`config.mk`:
```
export PLATFORM = sky130hd
export DESIGN_NAME = uart_tx_ext
export DESIGN_NICKNAME = d
export VERILOG_FILES = /design/src/rtl/uart_pkg.sv /design/src/rtl/sync_fifo.sv /design/src/rtl/uart_tx_ext.sv
export SDC_FILE = /design/constraint.sdc
export NUM_CORES = 1
export LEC_CHECK = 0
export ABC_AREA = 1
export BUFFER_PORTS_ARGS = -buffer_cell sky130_fd_sc_hd__buf_2
export CORE_MARGIN = 3
export CORE_UTILIZATION = 30
export CTS_BUF_LIST = sky130_fd_sc_hd__clkbuf_16
export DETAILED_ROUTE_END_ITERATION = 8
export MAX_ROUTING_LAYER = met4
export REMOVE_ABC_BUFFERS = 1
export SLEW_MARGIN = 20
export SYNTH_ARGS = -nofsm -noshare
export SYNTH_HDL_FRONTEND = slang
export SYNTH_SLANG_ARGS = --single-unit
export TNS_END_PERCENT = 10
```
`constraint.sdc`:
```
create_clock -name clk -period 3.1 [get_ports clk]
set_clock_uncertainty 0.15 [all_clocks]
set_input_delay 0.31 -clock clk [delete_from_list [all_inputs] [get_ports clk]]
set_output_delay 0.31 -clock clk [all_outputs]
set_load 0.01 [all_outputs]
```
`src/rtl/uart_pkg.sv`:
```
// Shared UART definitions: parity modes, transmitter state encoding and bit-period math.
// Intended for reuse by a future receiver.
package uart_pkg;

  localparam int PARITY_NONE = 0;
  localparam int PARITY_ODD  = 1;
  localparam int PARITY_EVEN = 2;

  typedef enum logic [2:0] {
    ST_IDLE   = 3'd0,
    ST_START  = 3'd1,
    ST_DATA   = 3'd2,
    ST_PARITY = 3'd3,
    ST_STOP   = 3'd4
  } tx_state_e;

  // Clocks per serial bit; the 64-bit product keeps large CLK_FRE values from overflowing.
  function automatic int calc_cycle(input int clk_fre, input int baud_rate);
    longint prod;
    prod = longint'(clk_fre) * 64'sd1000000;
    return int'(prod / longint'(baud_rate));
  endfunction

endpackage

```
`src/rtl/sync_fifo.sv`:
```
// Single-clock FIFO with occupancy count; push is ignored when full, pop when empty.
// The head entry is presented combinationally on rdata.
module sync_fifo #(
  parameter int WIDTH = 8,
  parameter int DEPTH = 4
) (
  input  logic                       clk,
  input  logic                       rst_n,
  input  logic                       push,
  input  logic [WIDTH-1:0]           wdata,
  input  logic                       pop,
  output logic [WIDTH-1:0]           rdata,
  output logic                       full,
  output logic                       empty,
  output logic [$clog2(DEPTH+1)-1:0] level
);

  localparam int AW = (DEPTH > 1) ? $clog2(DEPTH) : 1;
  localparam int LW = $clog2(DEPTH + 1);

  logic [WIDTH-1:0] mem_q [DEPTH];
  logic [AW-1:0]    wr_ptr_q, wr_ptr_d;
  logic [AW-1:0]    rd_ptr_q, rd_ptr_d;
  logic [LW-1:0]    level_q, level_d;
  logic             push_ok, pop_ok;

  assign full    = (level_q == LW'(DEPTH));
  assign empty   = (level_q == '0);
  assign push_ok = push && !full;
  assign pop_ok  = pop && !empty;
  assign rdata   = mem_q[rd_ptr_q];
  assign level   = level_q;

  always_comb begin
    wr_ptr_d = wr_ptr_q;
    rd_ptr_d = rd_ptr_q;
    level_d  = level_q;
    if (push_ok) wr_ptr_d = wr_ptr_q + AW'(1);
    if (pop_ok)  rd_ptr_d = rd_ptr_q + AW'(1);
    case ({push_ok, pop_ok})
      2'b10:   level_d = level_q + LW'(1);
      2'b01:   level_d = level_q - LW'(1);
      default: level_d = level_q;
    endcase
  end

  always_ff @(posedge clk or negedge rst_n) begin
    if (!rst_n) begin
      wr_ptr_q <= '0;
      rd_ptr_q <= '0;
      level_q  <= '0;
    end else begin
      wr_ptr_q <= wr_ptr_d;
      rd_ptr_q <= rd_ptr_d;
      level_q  <= level_d;
    end
  end

  // Storage needs no reset: entries are only read once counted in level_q.
  always_ff @(posedge clk) begin
    if (push_ok) mem_q[wr_ptr_q] <= wdata;
  end

endmodule

```
`src/rtl/uart_tx_ext.sv`:
```
// Buffered UART transmitter: configurable data bits, parity and stop bits, with
// back-to-back frames whenever the buffer holds another word at the end of STOP.
module uart_tx_ext
  import uart_pkg::*;
#(
  parameter int CLK_FRE    = 27,
  parameter int BAUD_RATE  = 115200,
  parameter int DATA_BITS  = 8,
  parameter int PARITY     = 0,
  parameter int STOP_BITS  = 1,
  parameter int FIFO_DEPTH = 4
) (
  input  logic                            clk,
  input  logic                            rst_n,
  input  logic [DATA_BITS-1:0]            tx_data,
  input  logic                            tx_data_valid,
  output logic                            tx_data_ready,
  output logic                            tx_pin,
  output logic                            tx_busy,
  output logic [$clog2(FIFO_DEPTH+1)-1:0] fifo_level
);

  localparam int CYCLE = calc_cycle(CLK_FRE, BAUD_RATE);
  localparam int LW    = $clog2(FIFO_DEPTH + 1);
  localparam int CW    = $clog2(STOP_BITS * CYCLE + 1);
  localparam int BW    = $clog2(DATA_BITS);

  localparam logic [CW-1:0] BIT_LAST  = CW'(CYCLE - 1);
  localparam logic [CW-1:0] STOP_LAST = CW'(STOP_BITS * CYCLE - 1);
  localparam logic [BW-1:0] DATA_LAST = BW'(DATA_BITS - 1);

  if (DATA_BITS < 5 || DATA_BITS > 9 || PARITY < 0 || PARITY > 2 ||
      STOP_BITS < 1 || STOP_BITS > 2 || FIFO_DEPTH < 2 ||
      (FIFO_DEPTH & (FIFO_DEPTH - 1)) != 0 || CYCLE < 2) begin : g_bad_param
    $error("uart_tx_ext: illegal parameter set (CYCLE=%0d)", CYCLE);
  end

  tx_state_e              state_q, state_d;
  logic [CW-1:0]          cnt_q, cnt_d;
  logic [BW-1:0]          bit_q, bit_d;
  logic [DATA_BITS-1:0]   shift_q, shift_d;
  logic                   par_q, par_d;
  logic                   tx_pin_q, tx_pin_d;
  logic                   tx_data_ready_q, tx_data_ready_d;

  logic                   fifo_push, fifo_pop, fifo_full, fifo_empty;
  logic                   push_ok, pop_ok, load;
  logic [DATA_BITS-1:0]   fifo_rdata;
  logic [LW-1:0]          fifo_level_w, level_nxt;

  assign fifo_push = tx_data_valid && tx_data_ready_q;

  sync_fifo #(
    .WIDTH (DATA_BITS),
    .DEPTH (FIFO_DEPTH)
  ) u_fifo (
    .clk   (clk),
    .rst_n (rst_n),
    .push  (fifo_push),
    .wdata (tx_data),
    .pop   (fifo_pop),
    .rdata (fifo_rdata),
    .full  (fifo_full),
    .empty (fifo_empty),
    .level (fifo_level_w)
  );

  // Ready is registered from the post-edge occupancy so a full buffer never advertises space.
  assign push_ok = fifo_push && !fifo_full;
  assign pop_ok  = fifo_pop && !fifo_empty;

  always_comb begin
    level_nxt = fifo_level_w;
    case ({push_ok, pop_ok})
      2'b10:   level_nxt = fifo_level_w + LW'(1);
      2'b01:   level_nxt = fifo_level_w - LW'(1);
      default: level_nxt = fifo_level_w;
    endcase
    tx_data_ready_d = (level_nxt != LW'(FIFO_DEPTH));
  end

  always_comb begin
    state_d  = state_q;
    cnt_d    = cnt_q;
    bit_d    = bit_q;
    shift_d  = shift_q;
    par_d    = par_q;
    tx_pin_d = tx_pin_q;
    fifo_pop = 1'b0;
    load     = 1'b0;
    case (state_q)
      ST_IDLE: begin
        tx_pin_d = 1'b1;
        if (!fifo_empty) load = 1'b1;
      end
      ST_START: begin
        if (cnt_q == BIT_LAST) begin
          state_d  = ST_DATA;
          cnt_d    = '0;
          bit_d    = '0;
          tx_pin_d = shift_q[0];
        end else begin
          cnt_d = cnt_q + CW'(1);
        end
      end
      ST_DATA: begin
        if (cnt_q == BIT_LAST) begin
          cnt_d = '0;
          if (bit_q == DATA_LAST) begin
            if (PARITY != PARITY_NONE) begin
              state_d  = ST_PARITY;
              tx_pin_d = par_q;
            end else begin
              state_d  = ST_STOP;
              tx_pin_d = 1'b1;
            end
          end else begin
            bit_d    = bit_q + BW'(1);
            shift_d  = shift_q >> 1;
            tx_pin_d = shift_q[1];
          end
        end else begin
          cnt_d = cnt_q + CW'(1);
        end
      end
      ST_PARITY: begin
        if (cnt_q == BIT_LAST) begin
          state_d  = ST_STOP;
          cnt_d    = '0;
          tx_pin_d = 1'b1;
        end else begin
          cnt_d = cnt_q + CW'(1);
        end
      end
      ST_STOP: begin
        if (cnt_q == STOP_LAST) begin
          cnt_d = '0;
          if (!fifo_empty) begin
            load = 1'b1;
          end else begin
            state_d  = ST_IDLE;
            tx_pin_d = 1'b1;
          end
        end else begin
          cnt_d = cnt_q + CW'(1);
        end
      end
      default: begin
        state_d  = ST_IDLE;
        tx_pin_d = 1'b1;
      end
    endcase
    // Shared frame launch from IDLE or straight out of STOP.
    if (load) begin
      fifo_pop = 1'b1;
      shift_d  = fifo_rdata;
      par_d    = (^fifo_rdata) ^ (PARITY == PARITY_ODD);
      state_d  = ST_START;
      cnt_d    = '0;
      bit_d    = '0;
      tx_pin_d = 1'b0;
    end
  end

  always_ff @(posedge clk or negedge rst_n) begin
    if (!rst_n) begin
      state_q         <= ST_IDLE;
      cnt_q           <= '0;
      bit_q           <= '0;
      shift_q         <= '0;
      par_q           <= 1'b0;
      tx_pin_q        <= 1'b1;
      tx_data_ready_q <= 1'b0;
    end else begin
      state_q         <= state_d;
      cnt_q           <= cnt_d;
      bit_q           <= bit_d;
      shift_q         <= shift_d;
      par_q           <= par_d;
      tx_pin_q        <= tx_pin_d;
      tx_data_ready_q <= tx_data_ready_d;
    end
  end

  assign tx_pin        = tx_pin_q;
  assign tx_data_ready = tx_data_ready_q;
  assign fifo_level    = fifo_level_w;
  assign tx_busy       = (state_q != ST_IDLE) || (fifo_level_w != '0);

endmodule

```
### After elaboration in Yosys (flattened, before gate mapping)

Memory sizes are Yosys's and may differ from the RTL's.
Index checks and enable logic that the tools add are counted.

| storage, ports and cells | value |
|---|---|
| bits of input ports | 11 |
| memories | 1 |
| bits in writable memories | 32 |
| word-level logic and storage cells | 89 |
| flip-flop bits (word level) | 31 |
| output and inout bits | 6 |

Memories:

| memory | depth | bits a word | rd ports | clocked after memory_dff | wr ports | line | RTL |
|---|---|---|---|---|---|---|---|
| u_fifo.mem_q | 4 | 8 | 1 | 0 | 1 | sync_fifo.sv:21 | `logic [WIDTH-1:0] mem_q [DEPTH];` |

| operators by class | value |
|---|---|
| add/subtract/negate cells | 6 |
| muxes and demuxes | 35 |
| reduce and logical (&&, ||, !) cells | 19 |
| equal/unequal tests | 19 |

Operators by type and width:

| operator | count |
|---|---|
| $mux 8 | 7 |
| $mux 3 | 11 |
| $ne 3x3->1 const B | 8 |
| $pmux 3 s5 | 1 |
| $mux 1 | 12 |
| $pmux 3 s2 | 2 |
| $eq 3x3->1 const B | 3 |
| $reduce_bool 3->1 | 3 |
| $add 8x1->8 const B | 1 |
| $eq 8x8->1 const B | 1 |
| $reduce_and 7->1 | 1 |
| $add 3x1->3 const B | 2 |
| $eq 3x2->1 const B | 2 |
| $logic_not 3->1 | 2 |
| $reduce_bool 2->1 | 3 |
| $reduce_and 5->1 | 1 |
| $add 2x1->2 const B | 2 |
| $ne 2x2->1 const B | 2 |
| $pmux 1 s4 | 1 |
| $reduce_and 4->1 | 1 |
| $reduce_or 4->1 | 1 |
| $eq 3x1->1 const B | 1 |
| $logic_and 1x1->1 | 3 |
| $reduce_and 3->1 | 1 |
| 6 further kinds | 7 |

### Depth between registers and ports, before layout

| logic depth | value |
|---|---|
| word-level depth | 9 |
| mapped depth | 13 |
| mapped depth without buffers | 13 |

### By module

A second synthesis with hierarchy kept.

| unflattened totals | value |
|---|---|
| cells, all modules | 372 |
| area total of the unflattened synthesis | 3325.7 sq um |

Modules (own cells, without submodules):

| module | sequential area each (sq um) | area each (sq um) | cells an instance | instances |
|---|---|---|---|---|
| sync_fifo | 1136.1 | 1741.7 | 154 | 1 |
| uart_tx_ext | 601.8 | 1584.0 | 218 | 1 |

### Worst setup path before layout

No wires, ideal clock.

| timing path | value |
|---|---|
| path type | register -> register |
| from | register cnt_q[1] |
| to | register tx_data_ready_q, in the netlist tx_data_ready |
| arrival | 2.140 ns |
| library setup time | 0.124 ns |
| stages on the path, launching flop included | 14 |
| path buffers | 0 |
| path slack | 0.686 ns |
| clock period less this slack | 2.414 ns |
| cells stage by stage | dfrtp_1 -> inv_1 -> ha_1 -> nand2_1 -> nor2_2 -> nand2_2 -> a21oi_2 -> ha_1 -> inv_1 -> fa_1 -> a21oi_1 -> o21ai_0 -> xor2_1 -> nand2_1 |

| between the ends | value |
|---|---|
| cells in the longest elaborated chain, start to end | 8 |
| elaborated cells between the ends (all ways) | 9 |
| classes of those cells | eq/ne: 4; mux: 4; reduce/logical: 1 |

Ends and longest elaborated chain:

| element | line | RTL |
|---|---|---|
| start: declaration | uart_tx_ext.sv:39 | `logic [CW-1:0] cnt_q, cnt_d;` |
| start signal: assignment | uart_tx_ext.sv:176 | `cnt_q <= cnt_d;` |
| $eq 8x8->1 (*) | uart_tx_ext.sv:136 | `if (cnt_q == STOP_LAST) begin` |
| $mux 1 (*) | uart_tx_ext.sv:136 |  |
| $pmux 1 s2 (*) | uart_tx_ext.sv:91 | `case (state_q)` |
| $mux 1 (*) | uart_tx_ext.sv:154 | `if (load) begin` |
| $logic_and 1x1->1 (*) | uart_tx_ext.sv:70 | `assign pop_ok = fifo_pop && !fifo_empty;` |
| named net pop_ok | uart_tx_ext.sv:47 | `logic push_ok, pop_ok, load;` |
| $eq 2x1->1 / $eq 2x2->1 (equally long branches) | uart_tx_ext.sv:74 | `case ({push_ok, pop_ok})` |
| $pmux 3 s2 (*) | -- |  |
| named net level_nxt[2] | uart_tx_ext.sv:49 | `logic [LW-1:0] fifo_level_w, level_nxt;` |
| $ne 3x3->1 (*) | uart_tx_ext.sv:79 | `tx_data_ready_d = (level_nxt != LW'(FIFO_DEPTH));` |
| named net tx_data_ready_d | uart_tx_ext.sv:44 | `logic tx_data_ready_q, tx_data_ready_d;` |
| end signal: assignment | uart_tx_ext.sv:181 | `tx_data_ready_q <= tx_data_ready_d;` |
| end: declaration | uart_tx_ext.sv:44 |  |

Mark *: on every way through the listed nets, which the timed path passes. The rest lies on a longest branch.
A chain may end at the register's enable or synchronous reset.

### Final worst setup path

Ends and elaborated chain as after synthesis.

==> summary.md <==
| Metric | Value |
|---|---|
| Multi-input gate area | 1120 um^2 |
| R2r startpoint | cnt_q[1] |
| Area of the core | 9820 um^2 |
| Via/cell ratio | 4.53 |
| Critical Path AT | 2.75 ns |
| TNS Setup | 0 ns |
| IR Drop Worst-Case VDD | 421 uV |
| Worst-Skew Late Latency | 0.33 ns |
| Die Span Y | 107 um |
| CTS tree | yes |
| DP Wirelength | 4000 um |
| Area occupied by registers | 1740 um^2 |
| Synth Flop Type | edfxtp_1 |
| Drc violations | 0 |
| H-Tree Depth | 3 |
| CP peak stage delay | 0.39 ns |
| Max-Cap Viols | 0 |
| Port Buffers | 16 |
| XOR/XNOR share of the synthesized area | 0.0115 |
| Initial antenna violation count | 0 |
| Final Wtd Congestion | 0.834 |
| Worst Path Required | 3.16 ns |
| Period utilisation layout | 0.869 |
| FF-to-FF path depth | 13 |
| Gr usage total | 0.119 |
| Power Dens Cells | 644 nW/um^2 |
| Initial core utilization | 0.311 |
| Final Max Slew Viols | 0 |
| DRT iter0 DRCs | 56 |
| Die width | 107 um |
| Final Cell Area | 3550 um^2 |
| Area growth, synth to finish | 16.3% |
| Drt pass-1 iters | 4 |
| Final WS setup | 0.407 ns |
| Multiplexer area fraction after synthesis | 0.00328 |
| Worst reg-to-reg setup slack | 0.41 ns |
| Cell leakage power | 1.56 nW |
| Critical Path, Cell by Cell | inv_1 -> ha_1 -> nand2_1 -> nor2_2 -> nand2_2 -> a21oi_2 -> ha_1 -> inv_1 -> fa_1 -> a21oi_1 -> o21ai_0 -> xor2_1 -> nand2_1 |
| Minimum clock period | 2.69 ns |
| Async SR Flop Fraction | 0.492 |
| Clock Tree Root | clkbuf_16 |
| Max_slew headroom | 0.463 |
| Status | completed |
| Largest family of logic cells by synthesized area | simple AND/OR/NAND/NOR gates |
| Fmax | 371 MHz |
| Placed Cells | 472 |
| CP Capture Type | register |
| Routed vias | 2,216 |
| Routed WL per cell | 11.9 um |
| Clock tree sinks | 63 |
| Synth warn | 0 |
| Worst hold path class | in -> reg |
| Compound-Gate Fraction of Synth Area | 0.0708 |
| CP startpoint | cnt_q[1] |
| Setup CP Type | reg -> reg |
| Yosys cell types | 34 |
| Boundary Pins | 17 |
| Final-report hold violation count | 0 |
| Slowest stage cell, crit path | dfrtp_1 |
| Total Wirelength | 5830 um |
| Reg-to-reg endpoint | tx_data_ready |
| Pre-CTS WS | 0.392 ns |
| Antenna Nets Post-Route | 0 |
| Row cnt | 36 |
| Die Area | 11,400 um^2 |
| Simple-Gate Fraction of Synth Area | 0.239 |
| Post-Syn Area | 3060 um^2 |
| Nets | 372 |
| Register area share after synthesis | 0.569 |
| Setup bufs post-CTS | 0 |
| Buf/Inv on CP | 2 |
| Final Util | 0.362 |
| CTS max path bufs | 2 |
| RSZ-0062 raised after global routing | false |
| Worst Setup EP | tx_data_ready |
| Worst-Margin Slew | 0.802 ns |
| Non-filler instance count after layout | 489 |
| First-pass GRT wire length | 10,400 um |
| Crit. path cell count | 13 |
| Cts bufs inserted | 9 |
| EDFF count, synth | 32 |
| Diode count | 0 |
| Mapped Avg Cell Area | 9.32 um^2 |
| Final Power | 2.29 mW |
| Placed Area | 3260 um^2 |
| Largest net degree at the start of global routing | 32 |
| Fin Hold WS | 0.0365 ns |
| Critical path launch point type | register |
| Vias in the first global route | 2,214 |
| Remaining Overflow, GRT | 0 |
| Layout cells sized above 1 | 0.140 |
| Post-Syn Instances | 328 |
| Crit Path Max Fanout | 8 |
| Setup violators final | 0 |
| Post-Synth Adder-Cell Area | 0.0434 |
| Clock slew at reported path FFs | 0.06 ns |
| Fill cells | 1,005 |
| Seq cells post-synth | 63 |
| Crit path max-delay family | adder cells |
how the worst min path moves through the flow:
stage | start | to | cells after the start
3_5_place_dp | rst_n | bit_q[1] | 1
2_1_floorplan | rst_n | bit_q[0] | 0
4_1_cts | tx_data[2] | u_fifo.mem_q[1][2] | 1
5_1_grt | tx_data[2] | u_fifo.mem_q[0][2] | 1
6_report | tx_data[2] | u_fifo.mem_q[3][2] | 1
3_3_place_gp | rst_n | bit_q[1] | 1
cells in the final DEF (no fill, tap or decap), types with 5 or more instances in the layout:
cell type	instances
inv_1	35
edfxtp_1	32
o22ai_1	6
nor2_1	35
clkbuf_16	9
o21ai_0	21
nand3_1	34
inv_2	5
ha_1	9
nand2_1	83
buf_2	16
dfrtp_1	30
power by group:
part	total (mW)	internal [mW]	leakage [nW]	switching [mW]
Combinational	0.303	0.0982	0.761	0.205
Clock	0.933	0.548	0.134	0.385
Sequential	1.05	1.01	0.667	0.0439
worst register-to-register path, cell delays in order, from the launching register on:
cell     delay (ns)
dfrtp_1        0.39
inv_1          0.08
ha_1           0.14
nand2_1        0.06
nor2_2         0.10
nand2_2        0.13
a21oi_2        0.35
ha_1           0.21
inv_1          0.07
fa_1           0.38
a21oi_1        0.14
o21ai_0        0.11
xor2_1         0.20
nand2_1        0.07
final cells by class:
class                   count  area share
clock inverters             7      0.0155
clock buffers               9      0.0634
flip-flops and latches     63       0.489
well taps                 133      0.0468
repair buffers             17      0.0254
inverters                  41      0.0433
multi-input cells         219       0.316
timing repair:
item                                   CTS  global route
endpoints found under the hold margin   30             0
hold buffers                             1             0
resized for setup                        0             0
state kept, by name, indices dropped and copies added (netlist names):
name,cells
u_fifo.rd_ptr_q,2
tx_data_ready,1
bit_q,3
shift_q,8
u_fifo.level,3
u_fifo.wr_ptr_q,2
u_fifo.mem_q,32
tx_pin,1
cnt_q,8
state_q,3
cell usage after synthesis, types with 2 or more instances:
cell      instances  area share
nand2_1          83        0.10
inv_1            35       0.043
nor2_1           35       0.043
nand3_1          34       0.056
edfxtp_1         32        0.31
dfrtp_1          30        0.25
o21ai_0          21       0.034
ha_1              9       0.037
o22ai_1           6       0.012
inv_2             5      0.0061
nand4_1           4      0.0082
a21oi_1           3      0.0049
xor2_1            3      0.0086
buf_2             2      0.0033
nand2_2           2      0.0041
nand2_4           2      0.0074
nand3b_1          2      0.0049
nor2_2            2      0.0041
nor2_4            2      0.0074
o21ai_2           2      0.0057
per-layer routing:
layer | track usage | wire length (um) | vias to the layer above | part of all wire
met3 | 0.0373 | 257 | 9 | 0.044
met2 | 0.183 | 2770 | 33 | 0.47
li1 | - | - | 1122 | -
met1 | 0.146 | 2710 | 1052 | 0.46
met5 | - | 0 | - | 0
met4 | 0.0475 | 99 | 0 | 0.017
kinds of logic after synthesis:
group / after synthesis
DFF: 63
buffers and inverters: 46
adders and majority gates: 10
AOI/OAI and AO/OA: 37
xor gates and xnor gates: 4
muxes: 1
and+or+nand+nor: 167
(Power assumes the default switching activity.)
